**config.mk**
```make
export PLATFORM = sky130hd
export DESIGN_NAME = mem_byte_arbiter
export DESIGN_NICKNAME = d
export VERILOG_FILES = /design/src/rtl/mem_byte_arbiter.sv
export SDC_FILE = /design/constraint.sdc
export NUM_CORES = 1
export LEC_CHECK = 0
export CAP_MARGIN = 40
export CORE_ASPECT_RATIO = 1.5
export CORE_MARGIN = 1
export CORE_UTILIZATION = 53
export DETAILED_ROUTE_END_ITERATION = 16
export PLACE_DENSITY = 0.86
export SLEW_MARGIN = 5
export SYNTH_ARGS = -nofsm -noshare
export SYNTH_HDL_FRONTEND = slang
export SYNTH_SLANG_ARGS = --single-unit
```
**constraint.sdc**
```tcl
create_clock -name clk -period 9.86 [get_ports clk]
set_input_delay 1.479 -clock clk [delete_from_list [all_inputs] [get_ports clk]]
set_output_delay 1.479 -clock clk [all_outputs]
set_load 0.02 [all_outputs]
```
**src/rtl/mem_byte_arbiter.sv**
```systemverilog
// Byte-serial RAM/IO arbiter for the fetch and load/store channels.
// Load sign extension is enabled by defining MEM_ARB_LOAD_SIGNEXT_EN.
module mem_byte_arbiter #(
    parameter int ADDR_W = 32,
    parameter int XLEN = 32,
    parameter int IF_BYTES = 4,
    parameter logic [ADDR_W-1:0] IO_BASE = ADDR_W'(32'h30000)
) (
    input  logic              clk,
    input  logic              rst,
    input  logic              rdy,
    input  logic              io_buffer_full,
    input  logic [7:0]        mem_dout,
    output logic [7:0]        mem_din,
    output logic [ADDR_W-1:0] mem_a,
    output logic              mem_wr,
    input  logic              flush,
    input  logic              if_valid,
    output logic              if_ready,
    input  logic [ADDR_W-1:0] if_addr,
    output logic              if_resp_valid,
    output logic [XLEN-1:0]   if_resp_data,
    input  logic              d_valid,
    output logic              d_ready,
    input  logic              d_we,
    input  logic [1:0]        d_size,
    input  logic              d_signed,
    input  logic [ADDR_W-1:0] d_addr,
    input  logic [XLEN-1:0]   d_wdata,
    output logic              d_resp_valid,
    output logic [XLEN-1:0]   d_resp_data
);

    localparam int NB = XLEN / 8;
    localparam int CW = $clog2(NB + 1);
    localparam int LW = (NB > 1) ? $clog2(NB) : 1;
    localparam int MAX_SZ = $clog2(NB);

    typedef enum logic [2:0] {
        IDLE,
        IF_RD,
        D_RD,
        D_WR,
        DRAIN
    } state_t;

    state_t            state_q;
    state_t            state_d;
    logic [CW-1:0]     cnt_q;
    logic [CW-1:0]     n_q;
    logic [ADDR_W-1:0] addr_q;
    logic [XLEN-1:0]   wdata_q;
    logic [XLEN-1:0]   buf_q;
    logic              is_d_q;
    logic              last_d_q;
    logic              io_full_q;
    logic              prev_rd_q;
    logic [LW-1:0]     prev_lane_q;

    logic              ready;
    logic              can_acc;
    logic              grant_if;
    logic              grant_d;
    logic [CW-1:0]     d_n;
    logic [ADDR_W-1:0] cur_a;
    logic [LW-1:0]     lane;
    logic              in_io;
    logic              stall;
    logic              last;
    logic              sx_en;
    logic [XLEN-1:0]   cap_word;

    assign ready    = (state_q == IDLE) && rdy && !rst;
    assign if_ready = ready;
    assign d_ready  = ready;
    assign can_acc  = ready && !flush;
    // A fetch goes next whenever data had the previous grant.
    assign grant_if = can_acc && if_valid && (last_d_q || !d_valid);
    assign grant_d  = can_acc && d_valid && !grant_if;

    assign cur_a = addr_q + ADDR_W'(cnt_q);
    assign lane  = cnt_q[LW-1:0];
    assign in_io = (cur_a - IO_BASE) < ADDR_W'(8);
    assign stall = (state_q == D_WR) && in_io &&
                   (io_buffer_full || io_full_q);
    assign last  = cnt_q == (n_q - CW'(1));

    always_comb begin
        if (int'(d_size) > MAX_SZ) begin
            d_n = CW'(NB);
        end else begin
            d_n = CW'(1) << d_size;
        end
    end

`ifdef MEM_ARB_LOAD_SIGNEXT_EN
    logic sgn_q;
    always_ff @(posedge clk) begin
        if (rst) begin
            sgn_q <= 1'b0;
        end else if (grant_d) begin
            sgn_q <= d_signed;
        end
    end
    assign sx_en = sgn_q;
`else
    logic unused_sgn;
    assign unused_sgn = d_signed;
    assign sx_en = 1'b0;
`endif

    function automatic logic [XLEN-1:0] extend(
        input logic [XLEN-1:0] w,
        input logic [CW-1:0]   n,
        input logic            sgn
    );
        logic [XLEN-1:0] r;
        logic            msb;
        r   = w;
        msb = 1'b0;
        for (int i = 0; i < NB; i++) begin
            if (CW'(i + 1) == n) msb = w[8*i+7];
        end
        for (int i = 0; i < NB; i++) begin
            if (CW'(i) >= n) r[8*i +: 8] = {8{sgn & msb}};
        end
        return r;
    endfunction

    // The RAM answers the address of the previous cycle, frozen or not.
    always_comb begin
        cap_word = buf_q;
        for (int i = 0; i < NB; i++) begin
            if (prev_rd_q && LW'(i) == prev_lane_q) begin
                cap_word[8*i +: 8] = mem_dout;
            end
        end
    end

    always_comb begin
        state_d = state_q;
        unique case (state_q)
            IDLE: begin
                if (grant_d) begin
                    state_d = d_we ? D_WR : D_RD;
                end else if (grant_if) begin
                    state_d = IF_RD;
                end
            end
            IF_RD, D_RD: begin
                if (flush) begin
                    state_d = IDLE;
                end else if (last) begin
                    state_d = DRAIN;
                end
            end
            D_WR: begin
                if (!stall && last) state_d = IDLE;
            end
            DRAIN: state_d = IDLE;
            default: state_d = IDLE;
        endcase
    end

    always_comb begin
        mem_a   = '0;
        mem_din = '0;
        mem_wr  = 1'b0;
        unique case (state_q)
            IF_RD, D_RD: mem_a = cur_a;
            D_WR: begin
                if (!stall) begin
                    mem_a  = cur_a;
                    mem_wr = rdy;
                    for (int i = 0; i < NB; i++) begin
                        if (LW'(i) == lane) mem_din = wdata_q[8*i +: 8];
                    end
                end
            end
            default: ;
        endcase
    end

    always_ff @(posedge clk) begin
        if (rst) begin
            state_q       <= IDLE;
            cnt_q         <= '0;
            n_q           <= '0;
            addr_q        <= '0;
            wdata_q       <= '0;
            buf_q         <= '0;
            is_d_q        <= 1'b0;
            last_d_q      <= 1'b0;
            io_full_q     <= 1'b0;
            prev_rd_q     <= 1'b0;
            prev_lane_q   <= '0;
            if_resp_valid <= 1'b0;
            if_resp_data  <= '0;
            d_resp_valid  <= 1'b0;
            d_resp_data   <= '0;
        end else begin
            prev_rd_q   <= (state_q == IF_RD) || (state_q == D_RD);
            prev_lane_q <= lane;
            buf_q       <= cap_word;
            if (rdy) begin
                state_q       <= state_d;
                io_full_q     <= io_buffer_full;
                if_resp_valid <= 1'b0;
                d_resp_valid  <= 1'b0;
                if (flush) last_d_q <= 1'b0;
                case (state_q)
                    IDLE: begin
                        if (grant_d || grant_if) begin
                            addr_q   <= grant_d ? d_addr : if_addr;
                            n_q      <= grant_d ? d_n : CW'(IF_BYTES);
                            cnt_q    <= '0;
                            buf_q    <= '0;
                            wdata_q  <= d_wdata;
                            is_d_q   <= grant_d;
                            last_d_q <= grant_d;
                        end
                    end
                    IF_RD, D_RD: cnt_q <= cnt_q + CW'(1);
                    D_WR: begin
                        if (!stall) begin
                            if (last) begin
                                d_resp_valid <= 1'b1;
                                d_resp_data  <= '0;
                            end else begin
                                cnt_q <= cnt_q + CW'(1);
                            end
                        end
                    end
                    DRAIN: begin
                        if (!flush) begin
                            if (is_d_q) begin
                                d_resp_valid <= 1'b1;
                                d_resp_data  <= extend(cap_word, n_q, sx_en);
                            end else begin
                                if_resp_valid <= 1'b1;
                                if_resp_data  <= cap_word;
                            end
                        end
                    end
                    default: ;
                endcase
            end
        end
    end

endmodule

```
==> metrics.md, run 1 <==
| Metric | Value |
|---|---|
| Number of post-CTS setup repair buffers | `0` |
| Most frequent cells after synthesis | `nor2_1 (212), dfxtp_1 (177), nand2_1 (130), a21oi_1 (73), mux2i_1 (68)` |
| Unrepaired setup endpoints after global routing | `no` |
| H-tree Lvls | `4` |
| Post-route DRC | `0` |
| Setup TNS | `0 ns` |
| Overflow after GRT | `0` |
| CTS Buf Count | `17` |
| Num rows | `between 50 and 60` |
| DRT Pass-1 Iters | `6` |
| Clock root cell | `clkbuf_16` |
| Hold/Removal Path Class | `flip-flop to flip-flop` |
| Placed Area | `approximately 11000 sq um` |
| Pwr dens | `between 100 and 150 nW/um^2` |
| Initial antenna violation count | `0` |
| Yosys top cell by area | `dfxtp_1` |
| Syn_nets | `between 1000 and 1500` |
| Worst-path clk slew | `around 0.07 ns` |
| Largest net degree at the start of global routing | `89` |
| DPL Wire Length | `about 17 mm` |
| Max-slew violation count | `0` |
| Count of cell types in the netlist | `between 50 and 60` |
| Initial core utilization | `54.0%` |
| Layout Cells excl Fill | `1469` |
| CP Class | `flip-flop to primary output` |
| Final clock skew | `~0.018 ns` |
| CP Launch Type | `flip-flop` |
| Sequential share of the synthesized area | `roughly two fifths` |
| Post-CTS resize count | `0` |
| Worst-path maximum fanout | `17` |
| Final Cycle Share | `approximately three quarters` |
| CTS tree | `done` |
| Design area | `approximately 12000 sq um` |
| Skew-Pair Late Insertion Delay | `roughly 0.43 ns` |
| Req. time, crit path | `8.38 ns` |
| Delay-heaviest family, CP | `simple AND/OR/NAND/NOR gates` |
| Die area | `approximately 17000 sq um` |
| Primary FF master, synth | `dfxtp_1` |
| Final #Nets | `about 1400` |
| Vias | `between 8000 and 9000` |
| First-pass GRT wire length | `between 30 and 40 mm` |
| Antenna fix cells | `0` |
| Die Y | `about 160 microns` |
| Fraction of registers with async set/reset | `0%` |
| Ys Warns | `0` |
| Highest clock rate | `around 140 MHz` |
| CP Capture Type | `primary output` |
| Layout area overhead | `32.9%` |
| Clock buffer depth | `2` |
| Critical Path AT | `5.72 ns` |
| Routability congestion estimate | `0.903` |
| Antenna violation net count after detailed routing | `0` |
| Tightest Pin Transition | `roughly 0.87 ns` |
| Cts hold-fix bufs | `0` |
| Minimum clock period | `7.20 ns` |
| Fin. Hold Viols | `0` |
| Core Region | `16100 sq um` |
| CTS sink cnt | `177` |
| Die Wd | `roughly 110 microns` |
| Placed Instances | `~1400` |
| Global router's overall resource usage | `about 29%` |
| Area contributors post-synth | `dfxtp_1 (41%), nor2_1 (9.2%), mux2i_1 (7.8%), a211oi_1 (5.8%), nand2_1 (5.6%)` |
| Vias in the first global route | `about 8000` |
| Most frequent cell after synthesis | `nor2_1` |
| Port Buf Inserts | `around 220` |
| Max_cap viols | `0` |
| Outcome | `completed` |
| Wire length per cell | `between 15 and 20 microns` |
| Post-synth EDFFs | `0` |
| Vias per Instance | `between 5 and 6` |
| Lkg Pwr | `approximately 0.0043 uW` |
| IO Pins | `between 200 and 250` |
| Critical path's slowest cell | `or4b_4` |
| Worst path bufs/invs | `3` |
| Syn Area/Cell | `8.01 sq um` |
| DRT iter0 DRCs | `roughly 430` |
| Yosys top cell area share | `approximately 40%` |
| Worst relative slew slack | `a little over two fifths` |
| Routed WL | `23.9 mm` |
| Setup violators final | `0` |
| Ratio of cells with drive above 1 in the final layout | `4.75%` |
| Slowest Stage Delay on Critical Path | `0.62 ns` |
| Syn Inst Count | `roughly 1100` |
| Yosys reg bits | `about 180` |
| Post-Synthesis Cell Area | `8700 sq um` |
| CP Cell Sequence | `ha_1 -> inv_1 -> fa_1 -> nor2b_1 -> o2111ai_2 -> o31a_1 -> nor4_1 -> nand4_1 -> or4b_4 -> o31ai_4 -> buf_8 -> o21ba_1 -> clkdlybuf4s50_1` |
| Maximum vdd drop | `around 0.097 mV` |
## power breakdown
group / switching, uW / total (uW) / leakage (uW) / internal (uW)
Clock: 320 / 669 / 0.000292 / 349
Sequential: 18.7 / 748 / 0.00143 / 729
Combinational: 86.8 / 175 / 0.00259 / 88.3
Total: 425 / 1590 / 0.00431 / 1170
## worst paths after layout
kind | start | end | slack [ns] | cells after the start
min reg2reg | wdata_q[5] | wdata_q[5] | 0.46 | 2
min | wdata_q[5] | wdata_q[5] | 0.46 | 2
max reg2reg | cnt_q[0] | d_resp_data[3] | 5.19 | 13
max | cnt_q[0] | mem_a[22] | 2.66 | 13
## layout by cell type (no fill, tap or decap), types with 12 or more instances in the layout
| master | n |
|---|---|
| mux2i_1 | 68 |
| xnor2_1 | 26 |
| nor2_1 | 212 |
| a211oi_1 | 66 |
| a21oi_1 | 73 |
| dfxtp_1 | 177 |
| nand2b_1 | 26 |
| clkdlybuf4s50_1 | 221 |
| nor3_1 | 16 |
| clkbuf_16 | 17 |
| nand2_1 | 130 |
| inv_1 | 13 |
| nand3_1 | 13 |
| o21ai_0 | 32 |
| and3_1 | 12 |
## cell type report
class,instances,area (sq um)
Clock buffer,18,439
Clock inverter,14,164
Fill cell,1306,4560
Inverter,13,48.8
Multi-Input combinational cell,809,4780
Sequential cell,177,3540
Tap cell,206,258
Timing Repair Buffer,232,2320
## kinds of logic after synthesis
| kind of cell | synth area share, % |
|---|---|
| muxes | 7.96 |
| buffers and inverters | 4.63 |
| AOI/OAI and AO/OA | 17.3 |
| and+or+nand+nor | 23.8 |
| xor gates and xnor gates | 3.73 |
| DFF | 40.7 |
| adders and majority gates | 1.81 |
## worst min-delay path, delay by kind of cell (launching register included)
family             cells  cell delay [ns]
AOI/OAI and AO/OA      1             0.05
DFF                    1             0.31
and+or+nand+nor        1             0.05
## flip-flops by register name, summed over array words and instances (netlist names), 2 cells and up
register,cells
addr_q,32
wdata_q,32
cnt_q,3
buf_q,32
d_resp_data,32
n_q,3
prev_lane_q,2
if_resp_data,32
state_q,3
## metal layers
layer	share of wire (%)	wire, microns	GRT usage [%]
met4	3.4	813	12.7
met2	54	12900	53.1
met1	38	9060	30.8
met3	4.8	1160	4.80
met5	0	0	0
## stage by stage
step / power, uW / utilization [%] / setup WS [ns] / hold WS, ns
after detailed placement: 937 / 68.0 / 3.22 / 0.447
after global routing: 1650 / 71.7 / 2.42 / 0.473
after CTS: 1600 / 71.7 / 2.72 / 0.458
final: 1590 / 71.7 / 2.66 / 0.458
after global placement: 931 / 67.7 / 3.12 / 0.444
after floorplan: 857 / - / 4.85 / 0.437
Power figures use the tool's default switching activity.
==> inputs of run 2 (changes only) <==
CORE_UTILIZATION = 45   (was 53)
PLACE_DENSITY = 0.77   (was 0.86)
clock period = 6 ns   (was 9.86 ns; I/O delays follow)
==> run 2 against run 1 <==
Net effect:
- hold slack got worse by 0.0036 ns
- worst setup slack got worse by 2.4 ns
- global-route usage down 3.8 points
- critical path type unchanged
- sequential share of layout area is 0.33 points lower
- sequential power is 64% higher
- non-clock buffer count is 8 higher
- sequential cell count is the same
- register-to-register slack got worse by 3.3 ns
- design area is 1.1% higher
- clock skew down 0.0044 ns
==> metrics.md, run 2 (synthesized netlist as in run 1, its figures left out) <==
| Metric | Value |
|---|---|
| Initial antenna violation count | `0` |
| Setup violators final | `0` |
| Wire length per cell | `15.7 microns` |
| Num rows | `61` |
| Lkg Pwr | `approximately 0.0044 uW` |
| Routability congestion estimate | `~0.91` |
| Max-slew violation count | `0` |
| CP Cell Sequence | `inv_1 -> fa_1 -> nor2b_1 -> buf_4 -> o21ai_1 -> or4_1 -> a22oi_2 -> nand4_1 -> or4b_4 -> o31ai_4 -> buf_12 -> o21ba_1 -> clkdlybuf4s50_1` |
| Die Wd | `between 100 and 150 microns` |
| Vias in the first global route | `just under 8000` |
| Die Y | `172 microns` |
| Worst relative slew slack | `44.5%` |
| Skew-Pair Late Insertion Delay | `between 0.4 and 0.5 ns` |
| Commonest non-fill, non-tap cell in the layout | `clkdlybuf4s50_1` |
| Layout Cells excl Fill | `around 1500` |
| Most frequent cells in the layout | `clkdlybuf4s50_1 (220), nor2_1 (212), dfxtp_1 (176)` |
| Slowest Stage Delay on Critical Path | `around 0.6 ns` |
| IO Pins | `approximately 220` |
| Worst path bufs/invs | `4` |
| Core Region | `roughly 19000 sq um` |
| Clock root cell | `clkbuf_16` |
| Metal-1 WL | `between 9 and 10 mm` |
| H-tree Lvls | `4` |
| Minimum clock period | `about 5.7 ns` |
| DRT Pass-1 Iters | `5` |
| Port Buf Inserts | `roughly 220` |
| Outcome | `completed` |
| Highest clock rate | `roughly 180 MHz` |
| Vias | `approximately 8100` |
| Placed Area | `roughly 11000 sq um` |
| Largest net degree at the start of global routing | `between 80 and 90` |
| Antenna violation net count after detailed routing | `0` |
| CTS Buf Count | `17` |
| Initial core utilization | `between 40% and 50%` |
| Number of post-CTS setup repair buffers | `0` |
| Maximum vdd drop | `between 0.15 and 0.2 mV` |
| Antenna fix cells | `0` |
| Final clock skew | `about 0.014 ns` |
| Unrepaired setup endpoints after global routing | `no` |
| Clock buffer depth | `2` |
| Routed WL | `23.9 mm` |
| Critical path's slowest cell | `or4_1` |
| Ratio of cells with drive above 1 in the final layout | `around 5.4%` |
| Max_cap viols | `0` |
| Place WS | `0.643 ns` |
| Post-route DRC | `0` |
| DPL Wire Length | `about 17 mm` |
| Setup TNS | `0 ns` |
| Placed Instances | `~1500` |
| CTS sink cnt | `177` |
| CP Class | `flip-flop to primary output` |
| Worst-path maximum fanout | `30` |
| CTS tree | `done` |
| Die area | `about 20000 sq um` |
| Pwr dens | `227 nW/um^2` |
| CP Launch Type | `flip-flop` |
| Global router's overall resource usage | `24.8%` |
| DRT iter0 DRCs | `between 400 and 500` |
| Final Worst Setup Slack | `about 0.3 ns` |
| Vias per Instance | `~5.3` |
| Fin. Hold Viols | `0` |
| First-pass GRT wire length | `38.4 mm` |
| Top layer in use | `met4` |
| Routed wl met3 | `approximately 1.2 mm` |
| Tightest Pin Transition | `between 0.8 and 0.9 ns` |
| Final #Nets | `1385` |
| Delay-heaviest family, CP | `simple AND/OR/NAND/NOR gates` |
| Worst-path clk slew | `0.06 ns` |
| Req. time, crit path | `5.10 ns` |
| Hold/Removal Path Class | `flip-flop to flip-flop` |
| Layout area overhead | `34.4%` |
| CP Capture Type | `primary output` |
| Cts hold-fix bufs | `0` |
| Critical Path AT | `approximately 4.8 ns` |
| Metal2 WL | `about 13 mm` |
| Power consumption | `~2700 uW` |
| Overflow after GRT | `0` |
| Design area | `11700 sq um` |
| Final Cycle Share | `about 95%` |
-- run 2: cell types whose count changed in the layout (fill, tap and decap cells not counted), sizes merged --
cell           before  now
buf                11   19
bufinv              0    1
clkdlybuf4s50     221  220
clkinv              6    7
clkinvlp            1    0
dlymetal6s2s        0    1
inv                20   19
-- run 2: layout make-up --
cell class / instances / area, sq um
Multi-Input combinational cell: 809 / 4790
Timing Repair Buffer: 240 / 2380
Fill cell: 1638 / 7010
Clock inverter: 14 / 165
Sequential cell: 177 / 3540
Inverter: 13 / 48.8
Clock buffer: 18 / 439
Tap cell: 252 / 315
-- run 2: per-stage QoR --
step | utilization (%) | hold WS [ns]
finish | 62.5 | 0.454
global route | 62.5 | 0.477
CTS | 62.4 | 0.456
detailed placement | 59.2 | 0.447
global placement | 59.0 | 0.443
floorplan | - | 0.437
-- run 2: worst reg2reg max path, stage by stage, from the launching register on --
cell and delay, ns:
dfxtp_1 0.45, inv_1 0.16, fa_1 0.45, nor2b_1 0.26, buf_4 0.18, o21ai_1 0.17
or4_1 0.61, a22oi_2 0.23, nand4_1 0.15, nor4b_2 0.55, a211oi_4 0.11, buf_4 0.31
nor2_4 0.27, o22a_1 0.17
-- run 2: timing repair --
| action | in CTS | in global routing |
|---|---|---|
| hold endpoints to repair | 0 | 0 |
| endpoints found under the setup margin | 0 | 22 |
| gates resized for setup | 0 | 3 |
-- run 2: per-layer routing --
| layer | vias to the layer above | track usage [%] |
|---|---|---|
| li1 | 4093 | - |
| met1 | 3698 | 27.1 |
| met2 | 258 | 46.2 |
| met3 | 41 | 5.12 |
| met4 | 0 | 9.26 |
| met5 | - | 0 |
-- run 2: worst paths after layout --
path | slack [ns] | from | depth (start not counted) | endpoint
worst max register to register | 1.88 | cnt_q[1] | 13 | d_resp_data[1]
worst min-delay path | 0.45 | wdata_q[15] | 2 | wdata_q[15]
worst min register to register | 0.45 | wdata_q[15] | 2 | wdata_q[15]
worst max-delay path | 0.30 | cnt_q[1] | 13 | mem_a[22]
-- run 2: power breakdown --
part | internal, uW | switching, uW | leakage [uW]
Sequential | 1200 | 28.9 | 0.00143
Clock | 607 | 526 | 0.000298
Combinational | 147 | 144 | 0.00265
